<file path="src/rtl/alu_mc.sv">
// alu_mc -- multi-cycle ALU for the execute stage of the MIPS datapath.
//
// Single-cycle ops (add, sub, slt, or, and, shl, srl, xor) produce their
// result one edge after accept. MUL (shift-add) and DIVU/REMU (restoring
// division) iterate one bit per cycle for WIDTH cycles. The result and its
// flags are held until the consumer takes them.
//
// Ports:
//   clk        rising-edge clock
//   rst        synchronous active-high reset
//   in_valid   operands/opcode presented
//   in_ready   idle and accepting (state decode)
//   inpA/inpB  operands; inpB[SHW-1:0] is the shift amount
//   opc        4-bit operation code (11..15 illegal)
//   out_valid  result held valid
//   out_ready  consumer takes result
//   res        result
//   zero       res == 0
//   carry      ADD carry-out / SUB borrow / MUL high half non-zero
//   ovf        signed overflow for ADD/SUB
//   err        divide by zero or illegal opcode
module alu_mc #(
  parameter int WIDTH = 16,
  parameter int SHW   = $clog2(WIDTH)
) (
  input  logic             clk,
  input  logic             rst,
  input  logic             in_valid,
  output logic             in_ready,
  input  logic [WIDTH-1:0] inpA,
  input  logic [WIDTH-1:0] inpB,
  input  logic [3:0]       opc,
  output logic             out_valid,
  input  logic             out_ready,
  output logic [WIDTH-1:0] res,
  output logic             zero,
  output logic             carry,
  output logic             ovf,
  output logic             err
);

  localparam logic [3:0] OP_ADD  = 4'd0;
  localparam logic [3:0] OP_SUB  = 4'd1;
  localparam logic [3:0] OP_SLT  = 4'd2;
  localparam logic [3:0] OP_OR   = 4'd3;
  localparam logic [3:0] OP_AND  = 4'd4;
  localparam logic [3:0] OP_SHL  = 4'd5;
  localparam logic [3:0] OP_MUL  = 4'd6;
  localparam logic [3:0] OP_DIVU = 4'd7;
  localparam logic [3:0] OP_REMU = 4'd8;
  localparam logic [3:0] OP_SRL  = 4'd9;
  localparam logic [3:0] OP_XOR  = 4'd10;

  typedef enum logic [1:0] {IDLE = 2'd0, BUSY = 2'd1, DONE = 2'd2} state_t;

  state_t state_reg, state_next;

  logic             accept;
  logic             is_iter;

  // captured operands and iteration state
  logic [WIDTH-1:0]   a_reg, b_reg;
  logic [3:0]         op_reg;
  logic [SHW-1:0]     count_reg;
  logic [2*WIDTH-2:0] acc_reg;   // partial product never exceeds 2W-1 bits before the last step
  logic [WIDTH-1:0]   rem_reg;
  logic [WIDTH-1:0]   quo_reg;

  // registered result and flags
  logic [WIDTH-1:0] res_reg;
  logic             zero_reg, carry_reg, ovf_reg, err_reg;

  assign accept  = in_valid && in_ready;
  assign is_iter = (opc == OP_MUL) || (opc == OP_DIVU) || (opc == OP_REMU);

  // ---------------- FSM: state register ----------------
  always_ff @(posedge clk) begin
    if (rst) state_reg <= IDLE;
    else     state_reg <= state_next;
  end

  // ---------------- FSM: next state ----------------
  always_comb begin
    state_next = state_reg;
    case (state_reg)
      IDLE: if (accept) state_next = is_iter ? BUSY : DONE;
      BUSY: if (count_reg == '0) state_next = DONE;
      DONE: if (out_ready) state_next = IDLE;
      default: state_next = IDLE;
    endcase
  end

  // ---------------- FSM: outputs ----------------
  // in_ready is masked by rst so nothing is offered while reset is held.
  always_comb begin
    in_ready  = 1'b0;
    out_valid = 1'b0;
    case (state_reg)
      IDLE:    in_ready  = !rst;
      DONE:    out_valid = 1'b1;
      default: ;
    endcase
  end

  // ---------------- single-cycle datapath ----------------
  logic [WIDTH:0]   add_full, sub_full;
  logic [SHW-1:0]   shamt;
  logic [WIDTH-1:0] simple_res;
  logic             simple_carry, simple_ovf, simple_err;

  assign add_full = {1'b0, inpA} + {1'b0, inpB};
  assign sub_full = {1'b0, inpA} - {1'b0, inpB};
  assign shamt    = inpB[SHW-1:0];

  always_comb begin
    simple_res   = '0;
    simple_carry = 1'b0;
    simple_ovf   = 1'b0;
    simple_err   = 1'b0;
    case (opc)
      OP_ADD: begin
        simple_res   = add_full[WIDTH-1:0];
        simple_carry = add_full[WIDTH];
        // same-sign operands producing a different-sign sum
        simple_ovf   = (inpA[WIDTH-1] == inpB[WIDTH-1]) && (add_full[WIDTH-1] != inpA[WIDTH-1]);
      end
      OP_SUB: begin
        simple_res   = sub_full[WIDTH-1:0];
        simple_carry = sub_full[WIDTH];   // borrow: unsigned A < B
        simple_ovf   = (inpA[WIDTH-1] != inpB[WIDTH-1]) && (sub_full[WIDTH-1] != inpA[WIDTH-1]);
      end
      OP_SLT:  simple_res = {{(WIDTH-1){1'b0}}, ($signed(inpA) < $signed(inpB))};
      OP_OR:   simple_res = inpA | inpB;
      OP_AND:  simple_res = inpA & inpB;
      OP_SHL:  simple_res = inpA << shamt;
      OP_SRL:  simple_res = inpA >> shamt;
      OP_XOR:  simple_res = inpA ^ inpB;
      OP_MUL, OP_DIVU, OP_REMU: ;        // handled by the iterative path
      default: simple_err = 1'b1;        // illegal opcode: res stays 0
    endcase
  end

  // ---------------- iterative datapath (one bit per BUSY cycle) ----------------
  // Both MUL and DIV walk the operand bits MSB first, indexed by count_reg.
  logic [2*WIDTH-1:0] acc_step;
  logic [WIDTH:0]     rem_sh;
  logic               rem_ge;
  logic [WIDTH-1:0]   rem_step;
  logic [WIDTH-1:0]   quo_step;
  logic [WIDTH-1:0]   iter_res;
  logic               iter_carry, iter_err;

  assign acc_step = {acc_reg, 1'b0} + {{WIDTH{1'b0}}, (b_reg[count_reg] ? a_reg : {WIDTH{1'b0}})};
  assign rem_sh   = {rem_reg, a_reg[count_reg]};
  assign rem_ge   = rem_sh >= {1'b0, b_reg};
  // After a successful subtract the remainder is below B, so W bits suffice.
  // With B == 0 every step "subtracts" zero: quotient all ones, remainder A.
  assign rem_step = rem_ge ? (rem_sh[WIDTH-1:0] - b_reg) : rem_sh[WIDTH-1:0];

  always_comb begin
    quo_step            = quo_reg;
    quo_step[count_reg] = rem_ge;
  end

  always_comb begin
    iter_res   = '0;
    iter_carry = 1'b0;
    iter_err   = 1'b0;
    case (op_reg)
      OP_MUL: begin
        iter_res   = acc_step[WIDTH-1:0];
        iter_carry = |acc_step[2*WIDTH-1:WIDTH];
      end
      OP_DIVU: begin
        iter_res = quo_step;
        iter_err = (b_reg == '0);
      end
      OP_REMU: begin
        iter_res = rem_step;
        iter_err = (b_reg == '0);
      end
      default: ;
    endcase
  end

  always_ff @(posedge clk) begin
    if (rst) begin
      a_reg     <= '0;
      b_reg     <= '0;
      op_reg    <= '0;
      count_reg <= '0;
      acc_reg   <= '0;
      rem_reg   <= '0;
      quo_reg   <= '0;
      res_reg   <= '0;
      zero_reg  <= 1'b0;
      carry_reg <= 1'b0;
      ovf_reg   <= 1'b0;
      err_reg   <= 1'b0;
    end else begin
      case (state_reg)
        IDLE: begin
          if (accept) begin
            a_reg     <= inpA;
            b_reg     <= inpB;
            op_reg    <= opc;
            count_reg <= SHW'(WIDTH - 1);
            acc_reg   <= '0;
            rem_reg   <= '0;
            quo_reg   <= '0;
            if (!is_iter) begin
              res_reg   <= simple_res;
              zero_reg  <= (simple_res == '0);
              carry_reg <= simple_carry;
              ovf_reg   <= simple_ovf;
              err_reg   <= simple_err;
            end
          end
        end
        BUSY: begin
          acc_reg   <= acc_step[2*WIDTH-2:0];
          rem_reg   <= rem_step;
          quo_reg   <= quo_step;
          count_reg <= count_reg - SHW'(1);
          // final bit: load the result straight from this cycle's step
          if (count_reg == '0) begin
            res_reg   <= iter_res;
            zero_reg  <= (iter_res == '0);
            carry_reg <= iter_carry;
            ovf_reg   <= 1'b0;
            err_reg   <= iter_err;
          end
        end
        default: ;
      endcase
    end
  end

  assign res   = res_reg;
  assign zero  = zero_reg;
  assign carry = carry_reg;
  assign ovf   = ovf_reg;
  assign err   = err_reg;

endmodule
</file>
<file path="config.mk">
export PLATFORM = sky130hd
export DESIGN_NAME = alu_mc
export DESIGN_NICKNAME = d
export VERILOG_FILES = /design/src/rtl/alu_mc.sv
export SDC_FILE = /design/constraint.sdc
export NUM_CORES = 1
export LEC_CHECK = 0
export BUFFER_PORTS_ARGS = -buffer_cell sky130_fd_sc_hd__buf_2
export CORE_ASPECT_RATIO = 1.2
export CORE_MARGIN = 2
export CORE_UTILIZATION = 40
export CTS_CLUSTER_DIAMETER = 120
export CTS_CLUSTER_SIZE = 24
export DETAILED_ROUTE_END_ITERATION = 6
export GPL_ROUTABILITY_DRIVEN = 0
export MAX_ROUTING_LAYER = met4
export SLEW_MARGIN = 20
export SYNTH_ARGS = -nofsm -noshare
export SYNTH_HDL_FRONTEND = slang
export SYNTH_SLANG_ARGS = --single-unit
</file>
<file path="constraint.sdc">
create_clock -name clk -period 8.3 [get_ports clk]
set_input_delay 0.415 -clock clk [delete_from_list [all_inputs] [get_ports clk]]
set_output_delay 0.415 -clock clk [all_outputs]
set_load 0.02 [all_outputs]
</file>
## Yosys cells after proc, flatten, opt, wreduce, memory -nomap -nowiden

Cells that the tools add are included.

- Register bits: 125
- Logic and storage cells: 121

- $lt $le $gt $ge: 4
- Shift-type cells: 2
- Bitwise operators: 3
- Eq/ne operators: 23
- Reduce and logical (&&, ||, !) cells: 21
- Mux-type cells: 50
- $add $sub $neg: 5

Operators with widths:

| cell | number |
|---|---|
| 16-bit case mux with 8 select lines | 1 |
| 16-bit two-way mux | 6 |
| 16-bit case mux with 2 select lines | 3 |
| 31-bit case mux with 2 select lines | 1 |
| 16-bit zero test | 3 |
| 16-bit case mux with 3 select lines | 1 |
| 32-bit by 16-bit adder with 32-bit output | 1 |
| 31-bit two-way mux | 1 |
| 4-bit by 3-bit equality test with 1-bit output (second input constant) | 6 |
| 1-bit two-way mux | 20 |
| 16-bit by 16-bit adder with 17-bit output | 1 |
| 17-bit by 16-bit >= comparator with 1-bit output | 1 |
| 16-bit by 16-bit subtractor with 17-bit output | 1 |
| 16-bit bitwise AND | 1 |
| 16-bit bitwise mux | 1 |
| 4-bit equality test (second input constant) | 4 |
| 16-bit < comparator | 1 |
| 16-bit OR | 1 |
| 16-bit OR reduction | 1 |
| 16-bit by 4-bit << shifter with 16-bit output | 1 |
| 16-bit by 4-bit >> shifter with 16-bit output | 1 |
| 16-bit subtractor | 1 |
| 16-bit bitwise XOR | 1 |
| 1-bit case mux with 2 select lines | 6 |
| 27 further kinds | 43 |

## Logic depth before layout (Yosys ltp)

- Word-level depth: 9
- Gate-level depth with buffers: 18
- Mapped depth without buffers: 17

## Worst setup path after synthesis

OpenSTA, ideal clock, no wires.

- Path type: flip-flop to flip-flop
- Start point: register count_reg[0]
- End point: register carry_reg (netlist: carry)
- Arrival time: 4.553 ns
- Buffers on the path: 2
- Stages on the path, launching flop included: 17
- Setup slack: 3.613 ns
- Required time: 8.166 ns
- Cells stage by stage: dfxtp_1 -> buf_2 -> mux4_2 -> mux4_2 -> clkbuf_1 -> and2_1 -> ha_1 -> a21o_1 -> a21oi_1 -> a21boi_0 -> a21boi_1 -> or3_4 -> and4_4 -> xor2_1 -> or4_4 -> a2111oi_4 -> a211oi_1

- Cells in the longest elaborated chain, start to end: 8

Ends and longest elaborated chain:

| what | line | RTL |
|---|---|---|
| start: declaration | 64 | `logic [SHW-1:0] count_reg;` |
| start signal: assignment | 207 | `count_reg <= SHW'(WIDTH - 1);` |
| start signal: assignment | 224 | `count_reg <= count_reg - SHW'(1);` |
| 1-bit binary-select mux with 4-bit select | 153 | `assign acc_step = {acc_reg, 1'b0} + {{WIDTH{1'b0}}, (b_reg[count_reg] ? a_reg : {WIDTH{1'b0}})};` |
| 1-bit two-way mux (not written as such) | 153 |  |
| 16-bit two-way mux | 153 |  |
| 32-bit by 16-bit adder with 32-bit output | 153 |  |
| 16-bit OR reduction | 172 | `iter_carry = \|acc_step[2*WIDTH-1:WIDTH];` |
| 1-bit two-way mux | 169 | `case (op_reg)` |
| 1-bit two-way mux | 226 | `if (count_reg == '0) begin` |
| 1-bit case mux with 2 select lines | 201 | `case (state_reg)` |
| end signal: assignment | 214 | `carry_reg <= simple_carry;` |
| end signal: assignment | 229 | `carry_reg <= iter_carry;` |
| end: declaration | 71 | `logic zero_reg, carry_reg, ovf_reg, err_reg;` |

Several ways; a longest one is shown, not always the timed one. The select of a mux whose other input is x is not followed.
A chain may end at the register's enable or synchronous reset.

## Final worst setup path

- Start point: register count_reg[0]
- End point: register zero_reg (netlist: zero)

- Cells in the longest elaborated chain, start to end: 9

Ends and longest elaborated chain:

| what | line | RTL |
|---|---|---|
| parallel branches: the longest is 9 deep, another holds 32-bit by 16-bit adder with 32-bit output | n/a |  |
| end signal: assignment | 213 | `zero_reg <= (simple_res == '0);` |
| end signal: assignment | 228 | `zero_reg <= (iter_res == '0);` |
| end: declaration | 71 |  |

Parallel ways; which one is timed is not known. The select of a mux whose other input is x is not followed.

==> metrics.txt <==
FILL cells 3038; CP Launch Type flip-flop; Mapped Avg Cell Area 7.43 um^2; final setup vio count 0; post-route setup slack 2890 ps; Worst Setup SP count_reg[0]; vias per cell 6.37; post-synth top area share 20.8%; XOR/XNOR share of the synthesized area 2.91%; CTS Sinks 125; Max Fclk 185 MHz; Mapped Area 0.0121 mm^2; ys flop type dfxtp_1; Tcrit/Tclk final 65.2%; Multi-input gate area 0.00887 mm^2; antenna violations before repair 0; leakage 0.00522 uW; Avg WL per Cell 22.6 um; vias in the first global route 11800; worst slew pin tran 1090 ps; Synth Register Bits 125; synth warn 0; status completed; Final Hold Fails 0; Port Buffer Count 61; Clock Skew 14.0 ps; max cap viols 0; Layout area overhead 9.35%; Hold Path Class in -> reg; Post-CTS Hold Buffers 0; CORE AREA 0.0296 mm^2; largest family of logic cells by synthesized area compound AO/OA/AOI/OAI gates; NumNets Final 1734; FF+latch area 0.00250 mm^2; critical path class reg -> reg; Die Span Y 194 um; Clock Tree Root clkbuf_16; hold wc startpoint inpB[10]; pre-CTS WS 2910 ps; Setup Buffers After CTS 0; GRT Total Usage 29.1%; Clk Latency, worst-skew pair 440 ps; top-count cell post-synth nor2_1; Mapped Cells 1621; Synth area leaders dfxtp_1, ha_1, a21oi_1; Post-Synth Adder-Cell Area 9.59%; Post-synth ARST share 0%; first-pass detailed-route iteration total 7; row cnt 69; Data arrival, critical path 5750 ps; fin util 44.5%; fraction of layout cells with a size suffix above 1 10.8%; synth cell count leaders nor2_1, nand2_1, a21oi_1, dfxtp_1, o21ai_0; Syn Nets 1751; CTS buffer count 17; RSZ-0062 raised after global routing false; # diodes 0; Synth Area in Compound Gates 27.7%; worst flop-to-flop path startpoint count_reg[0]; Post-Route WL 45.3 mm; initial core utilization 40.7%; Setup TNS 0 ps; crit path max fanout 14; Routed Antenna Nets 0; post-synth cell types 91; largest net degree at the start of global routing 88; detailed placement HPWL 34.0 mm; vias 12800; Pins Over Slew Limit 0; Synth Area in Simple Gates 25.1%; Worst VDD drop 0.0967 mV; initial DRC count 1347; first-pass GRT wire length 69.3 mm; Die Width 162 um; Setup crit end kind flip-flop; mux share of post-synthesis cell area 7.86%; post-synth top area cell dfxtp_1; Rel. slew slack 27.1%; Min Clock Period, post-route 5410 ps; clk slew on worst S/H paths 60 ps; IO Pins 62; Seq/Total Area, Yosys 20.8%; Cell Pwr Density 157 mW/mm^2; H-Tree Depth 4; Post-synth EDFFs 0; CTS tree built; WP data required 8630 ps; total power draw 2060 uW; post-CTS sizing 0; gr ovfl total 0; Die ar. 0.0315 mm^2; max reg flops 31; # DRC 0; Bufs on Longest Clock Path 2
per-layer routing:
metal	GRT usage, %	share of wire, %
met3	3.87	7.3
met5	-	0
met4	16.3	6.3
met2	46.7	47
met1	35.0	40
where the power goes:
group | leakage [uW] | switching, uW | internal, uW
Combinational | 0.00390 | 403 | 207
Sequential | 0.00102 | 34.4 | 625
Clock | 0.000299 | 316 | 479
worst max-delay path, stage by stage, from the launching register on:
cell and delay, ps:
dfxtp_1 800, mux4_2 580, mux2_2 270, o21ai_0 500, ha_1 250, inv_1 50
fa_1 400, a211oi_1 430, o211ai_1 220, a311o_1 370, a21oi_1 190, xnor2_1 140
mux2i_1 150, o221ai_1 370, nor4_1 110, and4_1 230, a211o_1 260
placed cells by master (no fill, tap or decap), types with 8 or more instances in the layout:
cell / synthesis / routed
buf_2: 12 / 60
o21ai_0: 96 / 96
a21oi_1: 131 / 130
buf_4: 1 / 16
nor4_1: 21 / 20
nor3_1: 39 / 39
mux2i_1: 35 / 35
mux4_2: 19 / 19
mux2_2: 15 / 15
o221ai_1: 10 / 10
xor2_1: 18 / 18
a31oi_1: 21 / 21
dfxtp_1: 125 / 125
a22oi_1: 26 / 26
nand4_1: 13 / 13
a21o_1: 18 / 18
and4_1: 8 / 8
or3_1: 8 / 8
o22ai_1: 10 / 10
nor2b_1: 17 / 17
clkbuf_16: 0 / 17
nand2_1: 157 / 156
nand2b_1: 13 / 12
o31ai_1: 28 / 28
nand3b_1: 24 / 24
xnor2_1: 22 / 22
and3_1: 17 / 17
o21ai_1: 10 / 10
ha_1: 86 / 86
and2_1: 36 / 36
o211ai_1: 16 / 16
a211oi_1: 27 / 27
nor2_1: 168 / 166
inv_1: 76 / 76
nand3_1: 52 / 52
path summary, 6_finish.rpt:
kind | end | slack (ps) | cells past startpoint
setup / recovery | zero | 2890 | 16
hold / removal | b_reg[10] | 220 | 3
setup reg to reg | zero | 2890 | 16
hold reg to reg | res[11] | 450 | 2
stage by stage:
step                instance area, um^2  instances  hold WS, ps
finish                            13200       2007          222
CTS                               13200       2007          211
floorplan                         12100       1621          431
global placement                  12600       1975          439
global route                      13200       2007          238
detailed placement                12600       1975          445
cell type report:
type                    count  share of cell area, %
clock inverters            14                   1.39
inverters                  77                   2.19
flip-flops and latches    125                   19.0
repair buffers             76                   3.19
well taps                 390                   3.70
multi-input cells        1307                   67.3
clock buffers              18                   3.26
kinds of logic (layout without fill, tap and decap cells):
| group | after synthesis | in the layout |
|---|---|---|
| DFF | 125 | 125 |
| muxes | 69 | 69 |
| AOI/OAI and AO/OA | 501 | 501 |
| buffers and inverters | 189 | 185 |
| and+or+nand+nor | 607 | 607 |
| adders and majority gates | 90 | 90 |
| xor gates and xnor gates | 40 | 40 |
Note: power is estimated with default switching activity, not from simulation.
